$ cat config.mk
export PLATFORM = sky130hd
export DESIGN_NAME = cp0_reg_dump
export DESIGN_NICKNAME = d
export VERILOG_FILES = /design/src/rtl/cp0_pkg.sv /design/src/rtl/cp0_flat_decode.sv /design/src/rtl/cp0_reg_dump.sv
export SDC_FILE = /design/constraint.sdc
export NUM_CORES = 1
export LEC_CHECK = 0
export ABC_CLOCK_PERIOD_IN_PS = 5400
export CAP_MARGIN = 15
export CORE_MARGIN = 3
export CORE_UTILIZATION = 49
export DETAILED_ROUTE_END_ITERATION = 10
export GPL_ROUTABILITY_DRIVEN = 0
export PLACE_DENSITY = 0.92
export RECOVER_POWER = 50
export SKIP_LAST_GASP = 1
export SYNTH_ARGS = -nofsm -noshare
export SYNTH_HDL_FRONTEND = slang
export SYNTH_HIERARCHICAL = 1
export SYNTH_SLANG_ARGS = --single-unit
$ cat constraint.sdc
create_clock -name clk -period 5.4 [get_ports clk]
set_clock_uncertainty 0.2 [all_clocks]
set_input_delay 1.08 -clock clk [delete_from_list [all_inputs] [get_ports clk]]
set_output_delay 1.08 -clock clk [all_outputs]
set_load 0.01 [all_outputs]
$ cat src/rtl/cp0_pkg.sv
// Shared constants and state encoding for the CP0 register dump sequencer.
package cp0_pkg;

  localparam int CP0_FLAT_LAST = 38;
  localparam int CP0_FLAT_HOLE = 36;
  localparam int CP0_FLAT_W    = 6;

  typedef enum logic [2:0] {
    ST_IDLE = 3'd0,
    ST_READ = 3'd1,
    ST_WAIT = 3'd2,
    ST_SEND = 3'd3,
    ST_FIN  = 3'd4
  } cp0_state_e;

endpackage

$ cat src/rtl/cp0_flat_decode.sv
// Combinational map from the flat CP0 register index to its architectural (rd, sel) pair.
module cp0_flat_decode
  import cp0_pkg::*;
(
  input  logic [CP0_FLAT_W-1:0] idx,
  output logic [4:0]            rd,
  output logic [3:0]            sel
);

  // Flat index lookup; unused slots (including the hole) decode to (0, 0).
  always_comb begin
    rd  = 5'd0;
    sel = 4'd0;
    case (idx)
      6'd0, 6'd1, 6'd2, 6'd3, 6'd4, 6'd5,
      6'd6, 6'd7, 6'd8, 6'd9, 6'd10, 6'd11: begin rd = idx[4:0]; sel = 4'd0; end
      6'd12: begin rd = 5'd12; sel = 4'd1; end
      6'd13: begin rd = 5'd12; sel = 4'd2; end
      6'd14: begin rd = 5'd12; sel = 4'd3; end
      6'd15: begin rd = 5'd12; sel = 4'd0; end
      6'd16: begin rd = 5'd13; sel = 4'd0; end
      6'd17: begin rd = 5'd14; sel = 4'd0; end
      6'd18: begin rd = 5'd15; sel = 4'd1; end
      6'd19: begin rd = 5'd15; sel = 4'd0; end
      6'd20: begin rd = 5'd16; sel = 4'd1; end
      6'd21: begin rd = 5'd16; sel = 4'd2; end
      6'd22: begin rd = 5'd16; sel = 4'd3; end
      6'd23: begin rd = 5'd16; sel = 4'd0; end
      6'd24: begin rd = 5'd17; sel = 4'd0; end
      6'd25: begin rd = 5'd18; sel = 4'd0; end
      6'd26: begin rd = 5'd19; sel = 4'd0; end
      6'd27: begin rd = 5'd23; sel = 4'd0; end
      6'd28: begin rd = 5'd24; sel = 4'd0; end
      6'd29: begin rd = 5'd25; sel = 4'd0; end
      6'd30: begin rd = 5'd25; sel = 4'd1; end
      6'd31: begin rd = 5'd26; sel = 4'd0; end
      6'd32: begin rd = 5'd27; sel = 4'd0; end
      6'd33: begin rd = 5'd28; sel = 4'd1; end
      6'd34: begin rd = 5'd28; sel = 4'd0; end
      6'd35: begin rd = 5'd29; sel = 4'd0; end
      6'd37: begin rd = 5'd30; sel = 4'd0; end
      6'd38: begin rd = 5'd31; sel = 4'd0; end
      default: begin rd = 5'd0; sel = 4'd0; end
    endcase
  end

endmodule

$ cat src/rtl/cp0_reg_dump.sv
// Walks the flat CP0 register file and streams each value out as an (rd, sel, data) record.
module cp0_reg_dump
  import cp0_pkg::*;
#(
  parameter int DATA_W   = 32,
  parameter int LAST_IDX = 38
) (
  input  logic                  clk,
  input  logic                  rst_n,
  input  logic                  start,
  output logic                  rdEn,
  output logic [CP0_FLAT_W-1:0] rdIdx,
  input  logic [DATA_W-1:0]     rdData,
  output logic                  outValid,
  input  logic                  outReady,
  output logic [4:0]            outRd,
  output logic [3:0]            outSel,
  output logic [DATA_W-1:0]     outData,
  output logic                  busy,
  output logic                  done
);

  localparam logic [CP0_FLAT_W-1:0] LAST_L = CP0_FLAT_W'(LAST_IDX);
  localparam logic [CP0_FLAT_W-1:0] HOLE_L = CP0_FLAT_W'(CP0_FLAT_HOLE);

  cp0_state_e            state_r;
  logic [CP0_FLAT_W-1:0] idx_r;
  logic                  rden_r;
  logic [CP0_FLAT_W-1:0] rdidx_r;
  logic                  outvalid_r;
  logic [4:0]            outrd_r;
  logic [3:0]            outsel_r;
  logic [DATA_W-1:0]     outdata_r;
  logic                  busy_r;
  logic                  done_r;

  logic [4:0]            dec_rd_s;
  logic [3:0]            dec_sel_s;
  logic [CP0_FLAT_W-1:0] idx_plus_s;
  logic [CP0_FLAT_W-1:0] next_idx_s;

  cp0_flat_decode u_decode (
    .idx (idx_r),
    .rd  (dec_rd_s),
    .sel (dec_sel_s)
  );

  // Next flat index, stepping over the slot that has no architectural register.
  always_comb begin
    idx_plus_s = idx_r + 6'd1;
    if (idx_plus_s == HOLE_L) begin
      next_idx_s = idx_r + 6'd2;
    end else begin
      next_idx_s = idx_plus_s;
    end
  end

  // Dump sequencer with all outputs registered alongside the state.
  always_ff @(posedge clk) begin
    if (!rst_n) begin
      state_r    <= ST_IDLE;
      idx_r      <= 6'd0;
      rden_r     <= 1'b0;
      rdidx_r    <= 6'd0;
      outvalid_r <= 1'b0;
      outrd_r    <= 5'd0;
      outsel_r   <= 4'd0;
      outdata_r  <= {DATA_W{1'b0}};
      busy_r     <= 1'b0;
      done_r     <= 1'b0;
    end else begin
      rden_r <= 1'b0;
      done_r <= 1'b0;
      case (state_r)
        ST_IDLE: begin
          if (start) begin
            idx_r   <= 6'd0;
            rdidx_r <= 6'd0;
            rden_r  <= 1'b1;
            busy_r  <= 1'b1;
            state_r <= ST_READ;
          end
        end
        ST_READ: begin
          state_r <= ST_WAIT;
        end
        ST_WAIT: begin
          outdata_r  <= rdData;
          outrd_r    <= dec_rd_s;
          outsel_r   <= dec_sel_s;
          outvalid_r <= 1'b1;
          state_r    <= ST_SEND;
        end
        ST_SEND: begin
          // Record and its fields stay frozen until the consumer takes it.
          if (outReady) begin
            outvalid_r <= 1'b0;
            if (idx_r == LAST_L) begin
              done_r  <= 1'b1;
              state_r <= ST_FIN;
            end else begin
              idx_r   <= next_idx_s;
              rdidx_r <= next_idx_s;
              rden_r  <= 1'b1;
              state_r <= ST_READ;
            end
          end
        end
        ST_FIN: begin
          busy_r  <= 1'b0;
          state_r <= ST_IDLE;
        end
        default: begin
          outvalid_r <= 1'b0;
          busy_r     <= 1'b0;
          state_r    <= ST_IDLE;
        end
      endcase
    end
  end

  assign rdEn     = rden_r;
  assign rdIdx    = rdidx_r;
  assign outValid = outvalid_r;
  assign outRd    = outrd_r;
  assign outSel   = outsel_r;
  assign outData  = outdata_r;
  assign busy     = busy_r;
  assign done     = done_r;

endmodule

==> summary.txt <==
CTS
  • Max clock buf depth: 2
  • CTS Hold Bufs: 0
  • Clock Latency Late Sink: 0.30 ns
  • Total CTS buffers: 5
  • Reg clk slew, reported paths: 0.09 ns
  • Post-CTS setup buffers: 0
  • Sink Count: 54
  • TritonCTS clock tree: yes
  • Post_cts resized: 0
  • H-tree depth: 2
  • CTS Root Cell: clkbuf_8

Drt
  • TritonRoute pass-1 iters: 4
  • Antenna Nets Post-Route: 0
  • Residual DRC: 0
  • DR vias: 2,396
  • WL/cell: 13.4 um
  • Via density: 5.19
  • DR iter-0 viols: 140
  • WL final: 6200 um

Critical path
  • Critical path buffers and inverters: 1
  • WP data required: 4.12 ns
  • Slowest library cell on the worst path: dfxtp_1
  • WS Path Type: reg -> out
  • CP max stage delay: 0.86 ns
  • Crit path DAT: 1.84 ns
  • CP delay by family, top: flip-flops
  • CP Capture Type: output pin
  • Startpoint Class: flip-flop
  • Cell Chain, Critical Path: clkdlybuf4s50_1
  • Crit path max fanout: 27

Final layout
  • Post-layout nets: 431
  • Layout cells sized above 1: 0.0434
  • Design area: 3560 um^2
  • Area Growth Syn to Fin: 35.3%
  • Antenna Cells: 0

Place
  • Port buffer count: 86
  • Area after DPL: 3470 um^2
  • Detailed placement HPWL: 4260 um
  • Pre-CTS setup slack: 2.20 ns

Pwr
  • Gate power share: 0.177
  • NetSw: 0.209 mW
  • PwrDens: 227 nW/um^2
  • Sequential power share: 0.542
  • Internal Pwr Total: 0.600 mW
  • Clock Power Share: 0.281
  • Sw Share: 0.258
  • Leakage: 1.29 nW
  • Maximum VDD drop: 0.154 mV

Logic synthesis
  • Synth Flop Type: dfxtp_1
  • Leading area contributor after synthesis: dfxtp_1
  • Synthesized area per cell: 8.16 um^2
  • Post-synth cell types: 48
  • Share of the synthesized area in the top cell type: 0.411
  • Synthesis-stage register bit count: 54
  • Register area share after synthesis: 0.411
  • Warnings, synthesis: 6
  • Gate Count Post-Synth: 322
  • Synth area leaders: dfxtp_1 41%, nand2_1 13%, a21boi_0 8.0%, a21boi_1 4.6%, buf_2 2.3%
  • Post-synth EDFFs: 0
  • Netlist Area Pre-Place: 2630 um^2
  • Ys async rst share: 0

Floorplanning
  • Starting Density: 0.511
  • Vert. Die Dim: 79.2 um
  • Rows: 26
  • Die area: 6280 um^2
  • Num ports: 87
  • Die W: 79.2 um
  • Core area: 5140 um^2

STA
  • Crit path time final: 3.12 ns
  • Max_slew headroom: 0.443
  • Finish-stage setup viols: 0
  • Final hold vios: 0
  • Final Worst Setup Slack: 2.28 ns
  • Setup_tns: 0 ns
  • Tcrit/Tclk final: 0.578
  • Slew @ Worst Pin: 0.836 ns
  • Unrepaired setup endpoints after global routing: false
  • Fmax achieved: 321 MHz
  • Final Max Slew Viols: 0

Min path
  • Hold Path Class: reg -> reg

GRT
  • Initial antenna violation count: 0
  • GRT Overall Usage: 0.204
  • Number of global-route vias before repair: 2,248
  • Largest net degree at the start of global routing: 42
  • First-pass GRT wire length: 10,300 um
  • Grt ovf: 0

Run status
  • Outcome: finished, final reports clean

Flow run
  • Max cap viols: 0
[cell families (layout without fill, tap and decap cells)]
logic type | count (synthesis) | count (layout) | share of synthesized area
xor gates and xnor gates | 9 | 9 | 0.0300
other | 1 | 2 | 0.00143
adders and majority gates | 4 | 4 | 0.0190
and+or+nand+nor | 144 | 144 | 0.253
AOI/OAI and AO/OA | 76 | 76 | 0.221
muxes | 1 | 1 | 0.00381
DFF | 54 | 54 | 0.411
buffers and inverters | 33 | 102 | 0.0604
[flip-flops by register name, indices dropped and copies added (netlist names)]
register and flops:
outData 32, rdIdx 6, outRd 5, outSel 4, state_r 3, busy 1
done 1, outValid 1, rdEn 1
[cell usage after synthesis, types with 2 or more instances]
cell type,n
and3_1,2
buf_2,12
clkbuf_1,10
a211oi_1,2
a21boi_0,28
nor2_1,14
dfxtp_1,54
nor3_1,5
xnor2_1,6
nor4b_1,2
a221oi_1,2
o21ai_0,6
nand3_1,6
nand3b_1,4
a21oi_1,8
buf_4,3
xor2_1,3
nor2b_1,6
nor3b_1,3
inv_1,6
o32ai_2,2
a32oi_1,2
nand4_1,3
nand2b_1,2
ha_1,4
a21boi_1,16
nand2_1,90
[routing by layer]
metal,global-route usage,up-vias,share of wire
li1,-,1215,-
met1,0.255,1082,0.42
met2,0.332,90,0.48
met3,0.0544,9,0.082
met4,0.0825,0,0.015
met5,0,-,0
[final timing paths]
path         startpoint  depth (start not counted)  slack (ns)    endpoint
min          outData[4]                          2        0.25  outData[4]
max            rdIdx[2]                          1        2.28    rdIdx[2]
max reg2reg    rdIdx[2]                          6        2.86    rdIdx[2]
min reg2reg  outData[4]                          2        0.25  outData[4]
[area by class of cell]
cell class              instances  area (um^2)
clock buffers                   7         86.3
clock inverters                 1         5.00
fillers                       422         1580
inverters                       6         22.5
multi-input cells             236         1400
flip-flops and latches         54         1080
well taps                      70         87.6
repair buffers                 88          876
[placed cells by master, fill, tap and decap left out, types with 2 or more instances in the layout]
| cell | count |
|---|---|
| dlygate4sd3_1 | 28 |
| nor3_1 | 5 |
| clkdlybuf4s50_1 | 58 |
| inv_1 | 6 |
| buf_4 | 2 |
| a21boi_1 | 8 |
| nand3_1 | 6 |
| nor2b_1 | 6 |
| xnor2_1 | 6 |
| ha_1 | 4 |
| xor2_1 | 3 |
| dfxtp_1 | 54 |
| clkbuf_8 | 6 |
| o32ai_2 | 2 |
| nand2_1 | 90 |
| a21oi_1 | 8 |
| conb_1 | 2 |
| a21boi_0 | 36 |
| nand2b_1 | 2 |
| nor3b_1 | 3 |
| a211oi_1 | 2 |
| a221oi_1 | 2 |
| o21ai_0 | 6 |
| nor2_1 | 14 |
| nor4b_1 | 2 |
| nand3b_1 | 4 |
| and3_1 | 2 |
| nand4_1 | 3 |
| a32oi_1 | 2 |
[power by group through the flow]
| stage | sequential, mW | clock, mW | combinational, mW |
|---|---|---|---|
| 2_1_floorplan | 0.449 | 0 | 0.0691 |
| 3_3_place_gp | 0.446 | 0 | 0.146 |
| 3_5_place_dp | 0.448 | 0 | 0.148 |
| 4_1_cts | 0.439 | 0.236 | 0.150 |
| 5_1_grt | 0.441 | 0.248 | 0.158 |
| 6_report | 0.438 | 0.228 | 0.143 |
[stage by stage]
step	std cells	hold slack, ns	utilization	power (mW)
2_1_floorplan	323	0.279	-	0.518
5_1_grt	462	0.284	0.692	0.848
4_1_cts	462	0.259	0.692	0.825
3_3_place_gp	454	0.240	0.674	0.592
3_5_place_dp	454	0.246	0.674	0.596
6_report	462	0.253	0.692	0.809
No activity file was read; power rests on OpenSTA's default activity.
